## src/rtl/cpu_io_pass_ctrl.sv

```systemverilog
// ---------------------------------------------------------------------------
// cpu_io_pass_ctrl
//
// Operand/result pass block between the CPU and the fabric switch matrix.
// Operand channels carry CPU data into the fabric and result channels carry
// fabric data back. Each channel is either a plain wire or a register. A small
// valid/ready controller gives a fixed, configurable compute latency between
// accepting an operand set and presenting the result.
//
// Ports:
//   UserCLK     - fabric user clock (only clock)
//   UserRSTn    - asynchronous active-low reset
//   ConfigBits  - static config {HS_EN, LAT, RES_REG[NUM_RES-1:0], OP_REG[NUM_OP-1:0]}
//   op_data     - CPU operand bus, channel i at [i*WIDTH +: WIDTH]
//   op_valid    - CPU offers operands
//   op_ready    - block accepts operands
//   OP_O        - operands into the switch matrix
//   RES_I       - results from the switch matrix
//   RES_O       - results to the CPU
//   res_valid   - result available
//   res_ready   - CPU takes result
//   busy        - transaction in flight
//   txn_count   - completed-transaction counter (wraps)
// ---------------------------------------------------------------------------
module cpu_io_pass_ctrl #(
  parameter int WIDTH        = 4,
  parameter int NUM_OP       = 2,
  parameter int NUM_RES      = 3,
  parameter int LAT_BITS     = 4,
  parameter int CNT_W        = 8,
  parameter int NoConfigBits = NUM_OP + NUM_RES + LAT_BITS + 1
) (
  input  logic                       UserCLK,
  input  logic                       UserRSTn,
  input  logic [NoConfigBits-1:0]    ConfigBits,
  input  logic [NUM_OP*WIDTH-1:0]    op_data,
  input  logic                       op_valid,
  output logic                       op_ready,
  output logic [NUM_OP*WIDTH-1:0]    OP_O,
  input  logic [NUM_RES*WIDTH-1:0]   RES_I,
  output logic [NUM_RES*WIDTH-1:0]   RES_O,
  output logic                       res_valid,
  input  logic                       res_ready,
  output logic                       busy,
  output logic [CNT_W-1:0]           txn_count
);

  typedef enum logic [1:0] {
    IDLE = 2'd0,
    WAIT = 2'd1,
    DONE = 2'd2
  } state_t;

  // Configuration field decode
  logic [NUM_OP-1:0]   w_opRegSel;
  logic [NUM_RES-1:0]  w_resRegSel;
  logic [LAT_BITS-1:0] w_lat;
  logic                w_hsEn;

  assign w_opRegSel  = ConfigBits[NUM_OP-1:0];
  assign w_resRegSel = ConfigBits[NUM_OP +: NUM_RES];
  assign w_lat       = ConfigBits[NUM_OP+NUM_RES +: LAT_BITS];
  assign w_hsEn      = ConfigBits[NoConfigBits-1];

  state_t                r_state;
  state_t                w_stateNext;
  logic [LAT_BITS-1:0]   r_latCnt;
  logic [LAT_BITS-1:0]   w_latCntNext;
  logic                  r_active;
  logic [NUM_OP*WIDTH-1:0]  r_opReg;
  logic [NUM_RES*WIDTH-1:0] r_resReg;
  logic [CNT_W-1:0]      r_txnCount;

  logic w_accept;
  logic w_capture;
  logic w_complete;
  logic w_opLoad;
  logic w_resLoad;
  logic w_opReady;

  // r_active holds op_ready low through reset and until the first clock edge
  // after release, so a release between edges never opens the handshake early.
  always_ff @(posedge UserCLK or negedge UserRSTn) begin
    if (!UserRSTn) begin
      r_active <= 1'b0;
    end else begin
      r_active <= 1'b1;
    end
  end

  // Without handshaking the block is a free-running pass stage and always ready.
  assign w_opReady = r_active && (!w_hsEn || (r_state == IDLE));

  // Next-state logic. Clearing HS_EN abandons any transaction on the next edge.
  always_comb begin
    w_stateNext  = r_state;
    w_latCntNext = r_latCnt;
    w_accept     = 1'b0;
    w_capture    = 1'b0;
    w_complete   = 1'b0;
    if (!w_hsEn) begin
      w_stateNext  = IDLE;
      w_latCntNext = '0;
    end else begin
      case (r_state)
        IDLE: begin
          if (op_valid && w_opReady) begin
            w_accept     = 1'b1;
            w_latCntNext = w_lat;
            w_stateNext  = WAIT;
          end
        end
        WAIT: begin
          if (r_latCnt != '0) begin
            w_latCntNext = r_latCnt - {{(LAT_BITS-1){1'b0}}, 1'b1};
          end else begin
            w_capture   = 1'b1;
            w_stateNext = DONE;
          end
        end
        DONE: begin
          if (res_ready) begin
            w_complete  = 1'b1;
            w_stateNext = IDLE;
          end
        end
        default: begin
          w_stateNext = IDLE;
        end
      endcase
    end
  end

  // State and latency counter registers
  always_ff @(posedge UserCLK or negedge UserRSTn) begin
    if (!UserRSTn) begin
      r_state  <= IDLE;
      r_latCnt <= '0;
    end else begin
      r_state  <= w_stateNext;
      r_latCnt <= w_latCntNext;
    end
  end

  // Completed-transaction counter; abandoned transactions never reach DONE
  // handshake so they are not counted.
  always_ff @(posedge UserCLK or negedge UserRSTn) begin
    if (!UserRSTn) begin
      r_txnCount <= '0;
    end else if (w_complete) begin
      r_txnCount <= r_txnCount + {{(CNT_W-1){1'b0}}, 1'b1};
    end
  end

  // All channel registers load together; the per-channel select decides
  // whether the register or the wire reaches the output, so toggling a
  // select never disturbs stored contents.
  assign w_opLoad  = w_hsEn ? w_accept  : 1'b1;
  assign w_resLoad = w_hsEn ? w_capture : 1'b1;

  always_ff @(posedge UserCLK or negedge UserRSTn) begin
    if (!UserRSTn) begin
      r_opReg <= '0;
    end else if (w_opLoad) begin
      r_opReg <= op_data;
    end
  end

  always_ff @(posedge UserCLK or negedge UserRSTn) begin
    if (!UserRSTn) begin
      r_resReg <= '0;
    end else if (w_resLoad) begin
      r_resReg <= RES_I;
    end
  end

  // Per-channel output select
  for (genvar i = 0; i < NUM_OP; i++) begin : g_opCh
    assign OP_O[i*WIDTH +: WIDTH] = w_opRegSel[i] ? r_opReg[i*WIDTH +: WIDTH]
                                                   : op_data[i*WIDTH +: WIDTH];
  end

  for (genvar j = 0; j < NUM_RES; j++) begin : g_resCh
    assign RES_O[j*WIDTH +: WIDTH] = w_resRegSel[j] ? r_resReg[j*WIDTH +: WIDTH]
                                                     : RES_I[j*WIDTH +: WIDTH];
  end

  assign op_ready  = w_opReady;
  assign res_valid = w_hsEn && (r_state == DONE);
  assign busy      = (r_state != IDLE);
  assign txn_count = r_txnCount;

endmodule

```

## config.mk

```make
export PLATFORM = sky130hd
export DESIGN_NAME = cpu_io_pass_ctrl
export DESIGN_NICKNAME = d
export VERILOG_FILES = /design/src/rtl/cpu_io_pass_ctrl.sv
export SDC_FILE = /design/constraint.sdc
export NUM_CORES = 1
export LEC_CHECK = 0
export ABC_AREA = 1
export BUFFER_PORTS_ARGS = -buffer_cell sky130_fd_sc_hd__buf_2
export CAP_MARGIN = 20
export CORE_ASPECT_RATIO = 1.1
export CORE_MARGIN = 4
export CORE_UTILIZATION = 54
export CTS_BUF_LIST = sky130_fd_sc_hd__clkbuf_16
export CTS_CLUSTER_SIZE = 20
export DETAILED_ROUTE_END_ITERATION = 10
export PLACE_DENSITY = 0.89
export SYNTH_ARGS = -nofsm -noshare
export SYNTH_HDL_FRONTEND = slang
export SYNTH_SLANG_ARGS = --single-unit
```

## constraint.sdc

```tcl
create_clock -name UserCLK -period 3.17 [get_ports UserCLK]
set_input_delay 0.1585 -clock UserCLK [delete_from_list [all_inputs] [get_ports UserCLK]]
set_output_delay 0.1585 -clock UserCLK [all_outputs]
set_load 0.02 [all_outputs]
```

==> results.yml, run 1 <==
route:
  first_pass_iters: 4
  num_vias: 1723
  routed_wl_um: 4020
  drc_errors: 0
  drtIter0Drc: 126
  viasPerCell: 4.80
  ant_nets: 0
  routedWlPerCell_um: 11.2
min_path:
  whs_path_depth: 3
  hold_path_end: "r_resReg[9]$_DFFE_PN0P_"
  hp-start: "RES_I[9]"
  hold_path_class: "in -> reg"
sta:
  setup_viol: 0
  rsz0062_at_grt: "false"
  fin_skew_ns: 0.00360
  slew_violations: 0
  fin_crit_sh_pct: 45.7
  slew_headroom_pct: 50.5
  tightestPinTransition_ns: 0.742
  finalSetupTns_ns: 0
  whs_ns: 0.101
  hold_viol_final: 0
  fmax_mhz: 690
  fin_crit_ns: 1.45
clock_tree:
  clk_latency_ns: 0.28
  clk_pin_slew_worst_paths_ns: 0.05
  cts_tree: "built"
  cts_buffers: 5
  cts.sink_count: 35
  clockBufferDepth: 2
  post_cts_buffers: 0
  cts-htree-levels: 2
  cts-root-buf: "clkbuf_16"
final_layout:
  fillers: 282
  final_nets: 347
  drive_above_1_share_pct: 26.0
  area_growth_pct: 26.5
  post-route-util_pct: 71.2
  final_cell_area_um2: 2390
  antenna-diode-count: 0
synth:
  syn_inst: 247
  post_synth.cell_area_avg_um2: 7.66
  synth.top_cell.area_share_pct: 46.3
  ys_ff_latch: 35
  synthTopCellsByCount: "nand2_1, inv_1, dfrtp_1"
  syn-cell-area_um2: 1890
  synth-edff-count: 0
  ys.flop_type: "dfrtp_1"
  synth_most_common_cell: "nand2_1"
  netlist_top_cells_area: "dfrtp_1, nand2_1, inv_1"
  synth-seq-area-share_pct: 46.3
  synth_nets: 284
  async_reset_ff_share_pct: 100
  synth_warnings: 0
  synth_top_area_cell: "dfrtp_1"
  yosysUniqueCellTypes: 27
setup_path:
  end_kind: "primary output"
  reg2regPathDepth: 8
  setup.worst_path.start_class: "flip-flop"
  path_cells: "inv_1 -> nand2_2 -> a21oi_2 -> buf_2"
  cp_max_fo: 4
  reg2reg_to: "r_latCnt[1]$_DFFE_PN0P_"
  worstSetupPathType: "reg -> out"
  crit_slowest_cell: "dfrtp_1"
  r2r_slack_ns: 1.75
  r2r_start: "r_latCnt[0]$_DFFE_PN0P_"
  crit_arrival_ns: 1.29
  cp.required_ns: 3.01
  slowest_delay_ns: 0.43
grt:
  use_met2_pct: 32.3
  antenna_found_initial: 0
  grt_max_degree: 36
  met3_usage_pct: 4.18
  gr-total-overflow: 0
  grtUsageMet1_pct: 24.2
  grt_pass1_wl_um: 6980
  track_usage_pct: 19.6
  grt_pass1_vias: 1648
  top_usage_layer: "met2"
die:
  die-area_um2: 4520
  io_pins: 65
  coreArea_um2: 3360
  start_util_pct: 56.3
  die-height_um: 70.1
  dieWidth_um: 64.4
  row_count: 22
placed_design:
  placed_area_um2: 2220
  io_buffers: 64
  post-dp-hpwl_um: 2970
  gp_congestion: 0.850
outcome:
  status: "completed"
pwr:
  p_per_area_nw_per_um2: 716
  leakagePower_nw: 1.31
  max-vdd-ir-drop_v: 0.000410
  p_total_w: 0.00171
run:
  drv_cap: 0
[where the power goes]
group | switching (W) | internal [W] | total (W)
combinational | 0.000362 | 0.000187 | 0.000550
clock | 0.000176 | 0.000366 | 0.000542
sequential | 0.0000745 | 0.000548 | 0.000622
total | 0.000613 | 0.00110 | 0.00171
[final cells by class]
type | instances | area (um2) | share of cell area [%]
clock buffers | 5 | 125 | 5.23
clock inverters | 3 | 38.8 | 1.62
inverters | 38 | 143 | 5.96
multi-input cells | 165 | 820 | 34.3
flip-flops and latches | 35 | 876 | 36.6
well taps | 48 | 60.1 | 2.51
repair buffers | 65 | 330 | 13.8
[cells by family (layout without fill, tap and decap cells)]
| kind of cell | Yosys count | after routing | synth area share (%) |
|---|---|---|---|
| flip-flops | 35 | 35 | 46.3 |
| XOR/XNOR | 5 | 5 | 2.32 |
| other | 1 | 1 | 0.198 |
| adder cells (fa/ha/maj) | 3 | 3 | 1.98 |
| buffers and inverters | 47 | 111 | 10.4 |
| AND/OR/NAND/NOR | 106 | 106 | 25.0 |
| AO/OA/AOI/OAI | 50 | 50 | 13.8 |
[cells in the final DEF (no fill, tap or decap), types with 2 or more instances in the layout]
cell	count
nor2_1	30
nand4_1	2
o21ai_0	19
o21ai_1	7
nand2_4	2
nand3_1	6
inv_1	38
a21oi_1	20
dfrtp_1	35
clkbuf_16	5
xor2_1	2
nand2_2	4
ha_1	3
o211ai_1	3
nand3b_1	2
nand2_1	55
buf_2	64
xnor2_1	3
[timing repair]
| action | in CTS | in global routing |
|---|---|---|
| endpoints found under the setup margin | 0 | 0 |
| hold buffers | 1 | 0 |
| hold endpoints to repair | 35 | 0 |
| gates resized for setup | 0 | 0 |
[state kept, by name, indices dropped and copies added (netlist names)]
register	count
txn_count	8
r_resReg	12
r_active	1
r_state	2
r_opReg	8
r_latCnt	4
[layer usage]
layer	share of wire, %	up-vias
met5	0	-
met4	1.3	0
met1	43	779
met3	5.6	5
li1	-	894
met2	50	45
[how the worst max path moves through the flow]
stage | startpoint | endpoint | slack [ns] | depth (start not counted)
finish | r_state[0]$_DFFE_PN0P_ | op_ready | 1.72 | 4
global route | r_state[0]$_DFFE_PN0P_ | r_resReg[8]$_DFFE_PN0P_ | 1.57 | 6
CTS | r_state[0]$_DFFE_PN0P_ | op_ready | 1.72 | 4
detailed placement | r_state[0]$_DFFE_PN0P_ | r_resReg[4]$_DFFE_PN0P_ | 1.75 | 5
global placement | r_state[0]$_DFFE_PN0P_ | r_resReg[9]$_DFFE_PN0P_ | 1.83 | 5
floorplan | r_state[0]$_DFFE_PN0P_ | r_opReg[6]$_DFFE_PN0P_ | 1.67 | 7
[critical path: cells and delay by family, from the launching register on]
family / cells / cell delay (ns)
flip-flops: 1 / 0.43
AND/OR/NAND/NOR: 1 / 0.09
AO/OA/AOI/OAI: 1 / 0.16
buffers and inverters: 2 / 0.33
[stage by stage]
stage                     worst slack (ns)  instances
after floorplan                       1.67        247
after global placement                1.83        350
after detailed placement              1.75        350
after CTS                             1.72        359
after global routing                  1.57        359
final                                 1.72        359
No activity file was read; power rests on OpenSTA's default activity.
==> inputs of run 2 (changes only) <==
ABC_AREA = 0   (was 1)
CORE_UTILIZATION = 49   (was 54)
PLACE_DENSITY = 0.83   (was 0.89)
clock period = 1.4 ns   (was 3.17 ns; I/O delays follow)
==> run 2 against run 1 <==
Against the previous run:
- the flow now finishes with violations (negative setup slack)
- combinational power grew 43%
- via count shrank 15%
- critical path depth stayed put
- sequential share of layout area fell by 3.7 points
- sequential power increased by 95%
- clock skew rose by 0.0014 ns
- worst hold slack worse by 0.078 ns
- setup slack lost 2.0 ns
- wire length grew 9.1%
- flip-flop and latch count is the same
- clock-buffer cell count unchanged
- area after synthesis decreased by 6.0%
==> results.yml, run 2 <==
final_layout:
  final_nets: 267
  final_common_cell: "buf_2"
  regMostFlops: "r_resReg"
  fillers: 223
  largest_register_ffs: 12
  antenna-diode-count: 0
  post-route-util_pct: 77.9
  drive_above_1_share_pct: 64.1
  multi_input_area_um2: 1020
  instances_no_fill: 279
  ff_latch_area_um2: 876
  final_cell_area_um2: 2660
  layout_common_cells: "buf_2, dfrtp_1, mux2_2"
  area_growth_pct: 49.5
synth:
  synth.top_cell.area_share_pct: 49.2
  synth_warnings: 0
  synth_most_common_cell: "dfrtp_1"
  synthTopCellsByCount: "dfrtp_1, mux2_2, mux2_1, nand2_1, nand3_1"
  synth_nets: 179
  syn-cell-area_um2: 1780
  async_reset_ff_share_pct: 100
  post_synth.cell_area_avg_um2: 12.5
  synth-edff-count: 0
  netlist_top_cells_area: "dfrtp_1, mux2_2, mux2_1"
  ys_ff_latch: 35
  synth-seq-area-share_pct: 49.2
  syn_inst: 142
  ys.flop_type: "dfrtp_1"
  yosysUniqueCellTypes: 38
  synth_top_area_cell: "dfrtp_1"
die:
  dieWidth_um: 65.5
  start_util_pct: 52.1
  die-height_um: 71.2
  die-area_um2: 4660
  io_pins: 65
  row_count: 22
  coreArea_um2: 3410
clock_tree:
  clk_latency_ns: 0.28
  cts_tree: "built"
  cts-htree-levels: 2
  clockBufferDepth: 2
  cts_buffers: 5
  cts.sink_count: 35
  clk_pin_slew_worst_paths_ns: 0.06
  cts-root-buf: "clkbuf_16"
min_path:
  hold_path_end: "r_resReg[10]$_DFFE_PN0P_"
  hp-start: "RES_I[10]"
  hold_path_class: "in -> reg"
  whs_path_depth: 2
setup_path:
  reg2reg_to: "r_latCnt[3]$_DFFE_PN0P_"
  cp.required_ns: 1.58
  crit_arrival_ns: 1.81
  worstSetupPathType: "reg -> reg"
  end_kind: "flip-flop"
  setup.worst_path.start_class: "flip-flop"
  r2r_start: "r_latCnt[0]$_DFFE_PN0P_"
  reg2regPathDepth: 4
  cp_max_fo: 2
  r2r_slack_ns: -0.23
outcome:
  violations: "negative setup slack"
  status: "complete, but fails checks"
sta:
  fin_skew_ns: 0.00501
  rsz0062_at_grt: "true"
  fin_crit_sh_pct: 116
  worst_slack_ns: -0.231
  hold_viol_final: 0
  setup_viol: 21
  fin_crit_ns: 1.63
  fmax_mhz: 613
  slew_violations: 0
run:
  drv_cap: 0
route:
  ant_nets: 0
  routed_wl_um: 4380
  viasPerCell: 5.27
  drtIter0Drc: 51
  num_vias: 1469
  routedWlPerCell_um: 15.7
  first_pass_iters: 4
  drc_errors: 0
placed_design:
  placed_area_um2: 2250
  post-place-ws_ns: -0.285
  post-dp-hpwl_um: 2860
  io_buffers: 64
  place_inst: 264
  gp_congestion: 0.722
grt:
  grt_pass1_wl_um: 6660
  gr-total-overflow: 0
  track_usage_pct: 18.5
  grt_pass1_vias: 1452
  antenna_found_initial: 0
  grt_max_degree: 36
pwr:
  max-vdd-ir-drop_v: 0.000959
  p_per_area_nw_per_um2: 1280
  leakagePower_nw: 1.31
-- run 2: changes by cell type after synthesis, sizes merged, moves of 4 or more --
cell	change
nor2	-28
mux2	+42
o21ai	-24
inv	-35
a21boi	+4
clkbuf	-4
a21oi	-20
nand2	-51
-- run 2: through the flow --
step	hold WS [ns]	power, W	TNS [ns]
2_1_floorplan	-0.226	0.00159	-1.05
3_5_place_dp	0.126	0.00186	-4.10
3_3_place_gp	0.129	0.00183	-2.15
6_report	0.0229	0.00341	-3.13
5_1_grt	0.0253	0.00355	-5.26
4_1_cts	0.0162	0.00336	-2.93
-- run 2: worst max-delay path, stage by stage, from the launching register on --
cell and delay [ns]:
dfrtp_1 0.40, buf_6 0.12, or3_1 0.34, or4b_4 0.49, a311oi_2 0.19
-- run 2: what timing repair did --
action / in CTS / in global routing
gates resized for setup: 22 / 20
pin swaps: 5 / 8
endpoints found under the hold margin: 35 / 0
gates cloned: 0 / 1
hold buffers: 1 / 0
buffers inserted: 5 / 2
endpoints found under the setup margin: 28 / 32
-- run 2: worst max-delay path by stage --
stage / end / cells after the start / slack [ns] / start
floorplan: r_resReg[10]$_DFFE_PN0P_ / 7 / -0.1 / r_latCnt[0]$_DFFE_PN0P_
global placement: r_resReg[1]$_DFFE_PN0P_ / 6 / -0.15 / r_latCnt[0]$_DFFE_PN0P_
detailed placement: r_resReg[1]$_DFFE_PN0P_ / 6 / -0.29 / r_latCnt[1]$_DFFE_PN0P_
CTS: r_latCnt[3]$_DFFE_PN0P_ / 4 / -0.21 / r_latCnt[0]$_DFFE_PN0P_
global route: r_resReg[1]$_DFFE_PN0P_ / 6 / -0.29 / r_latCnt[0]$_DFFE_PN0P_
finish: r_latCnt[3]$_DFFE_PN0P_ / 4 / -0.23 / r_latCnt[0]$_DFFE_PN0P_
-- run 2: per-layer routing --
metal / wire length, um / vias up / global-route usage [%]
met5: 0 / - / 0
li1: - / 685 / -
met3: 354 / 7 / 6.03
met1: 1680 / 713 / 21.0
met4: 53 / 0 / 6.91
met2: 2300 / 64 / 32.2
-- run 2: logic make-up after synthesis --
family,synth area share (%)
flip-flops,49.2
multiplexers,27.1
other,0.211
AO/OA/AOI/OAI,4.50
adder cells (fa/ha/maj),2.11
AND/OR/NAND/NOR,11.3
XOR/XNOR,3.45
buffers and inverters,2.11
-- run 2: power breakdown --
| group | switching, W | internal [W] | total, W | leakage, nW |
|---|---|---|---|---|
| logic | 0.000384 | 0.000402 | 0.000786 | 0.776 |
| clock network | 0.000400 | 0.00101 | 0.00141 | 0.0952 |
| registers | 0.0000863 | 0.00112 | 0.00121 | 0.436 |
-- run 2: area by class of cell --
class                           instances  area share, %
Clock buffer                            5           4.70
Clock inverter                          3           2.40
Inverter                                3          0.423
Multi-Input combinational cell        101           38.4
Sequential cell                        35           32.9
Tap cell                               48           2.26
Timing Repair Buffer                   84           18.9
==> inputs of run 3 (changes only) <==
--- a/config.mk
+++ b/config.mk
@@ -9,5 +9,5 @@
 export BUFFER_PORTS_ARGS = -buffer_cell sky130_fd_sc_hd__buf_2
 export CAP_MARGIN = 20
-export CORE_ASPECT_RATIO = 1.1
+export CORE_ASPECT_RATIO = 1.2
 export CORE_MARGIN = 4
 export CORE_UTILIZATION = 49
==> constraint.sdc (replaced) <==
create_clock -name UserCLK -period 1.4 [get_ports UserCLK]
set_input_delay 0.28 -clock UserCLK [delete_from_list [all_inputs] [get_ports UserCLK]]
set_output_delay 0.28 -clock UserCLK [all_outputs]
set_load 0.02 [all_outputs]
==> run 3 against run 2 <==
Against the previous run:
- the run still ends with negative setup slack left
- flip-flop and latch count stayed put
- total power decreased by 4.4%
- setup slack improved by 0.0058 ns
- clock power fell by 15%
- combinational power rose by 6.7%
- register-to-register slack barely moved
- worst hold slack better by 0.0077 ns
- sequential share of layout area down 0.78 points
- clock skew down 0.00099 ns
- non-clock buffer count up 2
- first-iteration DRC count fell by 35%
- critical endpoint unchanged
- largest cell class unchanged
==> results.yml, run 3 (synthesis results as in run 2) <==
setup_path:
  cp_max_fo: 3
  crit_arrival_ns: 1.80
  path_buf_inv: 0
  end_kind: "flip-flop"
  path_delay_family: "simple AND/OR/NAND/NOR gates"
  slowest_delay_ns: 0.49
  crit_slowest_cell: "or4b_1"
  path_cells: "or3_1 -> or4b_1 -> a311oi_1"
  cp.required_ns: 1.57
  setup.worst_path.start_class: "flip-flop"
  worstSetupPathType: "reg -> reg"
grt:
  grt_max_degree: 36
  gr-total-overflow: 0
  track_usage_pct: 18.2
  antenna_found_initial: 0
  grt_pass1_vias: 1455
  grt_pass1_wl_um: 6560
placed_design:
  post-place-ws_ns: -0.240
  gp_congestion: 0.785
  io_buffers: 64
  post-dp-hpwl_um: 2830
die:
  coreArea_um2: 3420
  die-height_um: 74.0
  dieWidth_um: 63.0
  start_util_pct: 52.0
  io_pins: 65
  die-area_um2: 4660
  row_count: 23
route:
  routed_wl_um: 4440
  num_vias: 1455
  routedWlPerCell_um: 16.5
  viasPerCell: 5.41
  ant_nets: 0
  drc_errors: 0
  drtIter0Drc: 33
  first_pass_iters: 3
final_layout:
  post-route-util_pct: 79.8
  final_nets: 269
  regMostFlops: "r_resReg"
  area_growth_pct: 53.6
  drive_above_1_share_pct: 71.1
  largest_register_ffs: 12
  antenna-diode-count: 0
  layout_common_cells: "buf_2, dfrtp_1, mux2_2, mux2_4, buf_4"
  final_common_cell: "buf_2"
sta:
  setup_viol: 31
  fin_crit_sh_pct: 116
  fin_skew_ns: 0.00402
  fmax_mhz: 615
  worst_slack_ns: -0.225
  slew_violations: 0
  fin_crit_ns: 1.62
  rsz0062_at_grt: "true"
  hold_viol_final: 0
pwr:
  max-vdd-ir-drop_v: 0.000900
  p_per_area_nw_per_um2: 1190
  leakagePower_nw: 1.35
clock_tree:
  cts.sink_count: 35
  cts-htree-levels: 2
  cts_buffers: 5
  cts-root-buf: "clkbuf_16"
  clk_pin_slew_worst_paths_ns: 0.05
  clk_latency_ns: 0.27
  clockBufferDepth: 2
  cts_tree: "built"
run:
  drv_cap: 0
min_path:
  hold_path_class: "in -> async"
outcome:
  violations: "negative setup slack"
  status: "complete, but fails checks"
[run 3: cell types whose count changed in the layout (fill, tap and decap cells not counted), sizes merged]
cell / before / now
buf: 83 / 86
dlygate4sd3: 1 / 0
bufinv: 2 / 1
[run 3: final timing paths]
path	from	end	slack, ns	depth (start not counted)
worst max-delay path	r_latCnt[2]$_DFFE_PN0P_	r_latCnt[3]$_DFFE_PN0P_	-0.22	3
worst min-delay path	UserRSTn	r_latCnt[3]$_DFFE_PN0P_	0.03	2
worst max register to register	r_latCnt[2]$_DFFE_PN0P_	r_latCnt[3]$_DFFE_PN0P_	-0.22	3
worst min register to register	txn_count[7]$_DFFE_PN0P_	txn_count[7]$_DFFE_PN0P_	0.47	1
max in group asynchronous	UserRSTn	r_state[0]$_DFFE_PN0P_	1.04	2
min in group UserCLK	op_data[6]	r_opReg[6]$_DFFE_PN0P_	0.25	2
[run 3: timing repair]
action                                  4_1_cts  5_1_grt
pin swaps                                     4       16
endpoints found under the setup margin       30       33
gates resized for setup                      25       45
cloned                                        0        1
setup buffers                                 6        5
hold buffers                                  0        0
[run 3: stage by stage]
step	instances	total power (W)	setup TNS, ns	instance area, um2	hold slack (ns)
after floorplan	142	0.00159	-1.06	1800	-0.0156
after global placement	253	0.00184	-2.25	2240	0.339
after global routing	269	0.00340	-4.99	2730	0.0795
final	269	0.00325	-2.97	2730	0.0307
after CTS	266	0.00312	-2.70	2530	0.0521
after detailed placement	253	0.00187	-3.62	2240	0.334
[run 3: where the power goes]
group          internal, W  switching (W)  total (W)  leakage, nW
Sequential         0.00112      0.0000948    0.00122        0.433
Combinational     0.000441       0.000398   0.000839        0.838
Clock             0.000822       0.000377    0.00120       0.0811
Total              0.00238       0.000870    0.00325         1.35
[run 3: final cells by class]
class,instances,area (um2)
Clock buffer,5,125
Multi-Input combinational cell,101,1100
Fill cell,196,692
Timing Repair Buffer,86,534
Clock inverter,2,33.8
Tap cell,37,46.3
Inverter,3,11.3
Sequential cell,35,878
[run 3: layer usage]
metal | routed length, um | track usage, % | vias to the layer above
met1 | 1860 | 22.7 | 704
met5 | 0 | 0 | -
met4 | 89 | 9.31 | 0
li1 | - | - | 687
met2 | 2240 | 30.7 | 54
met3 | 243 | 3.17 | 10
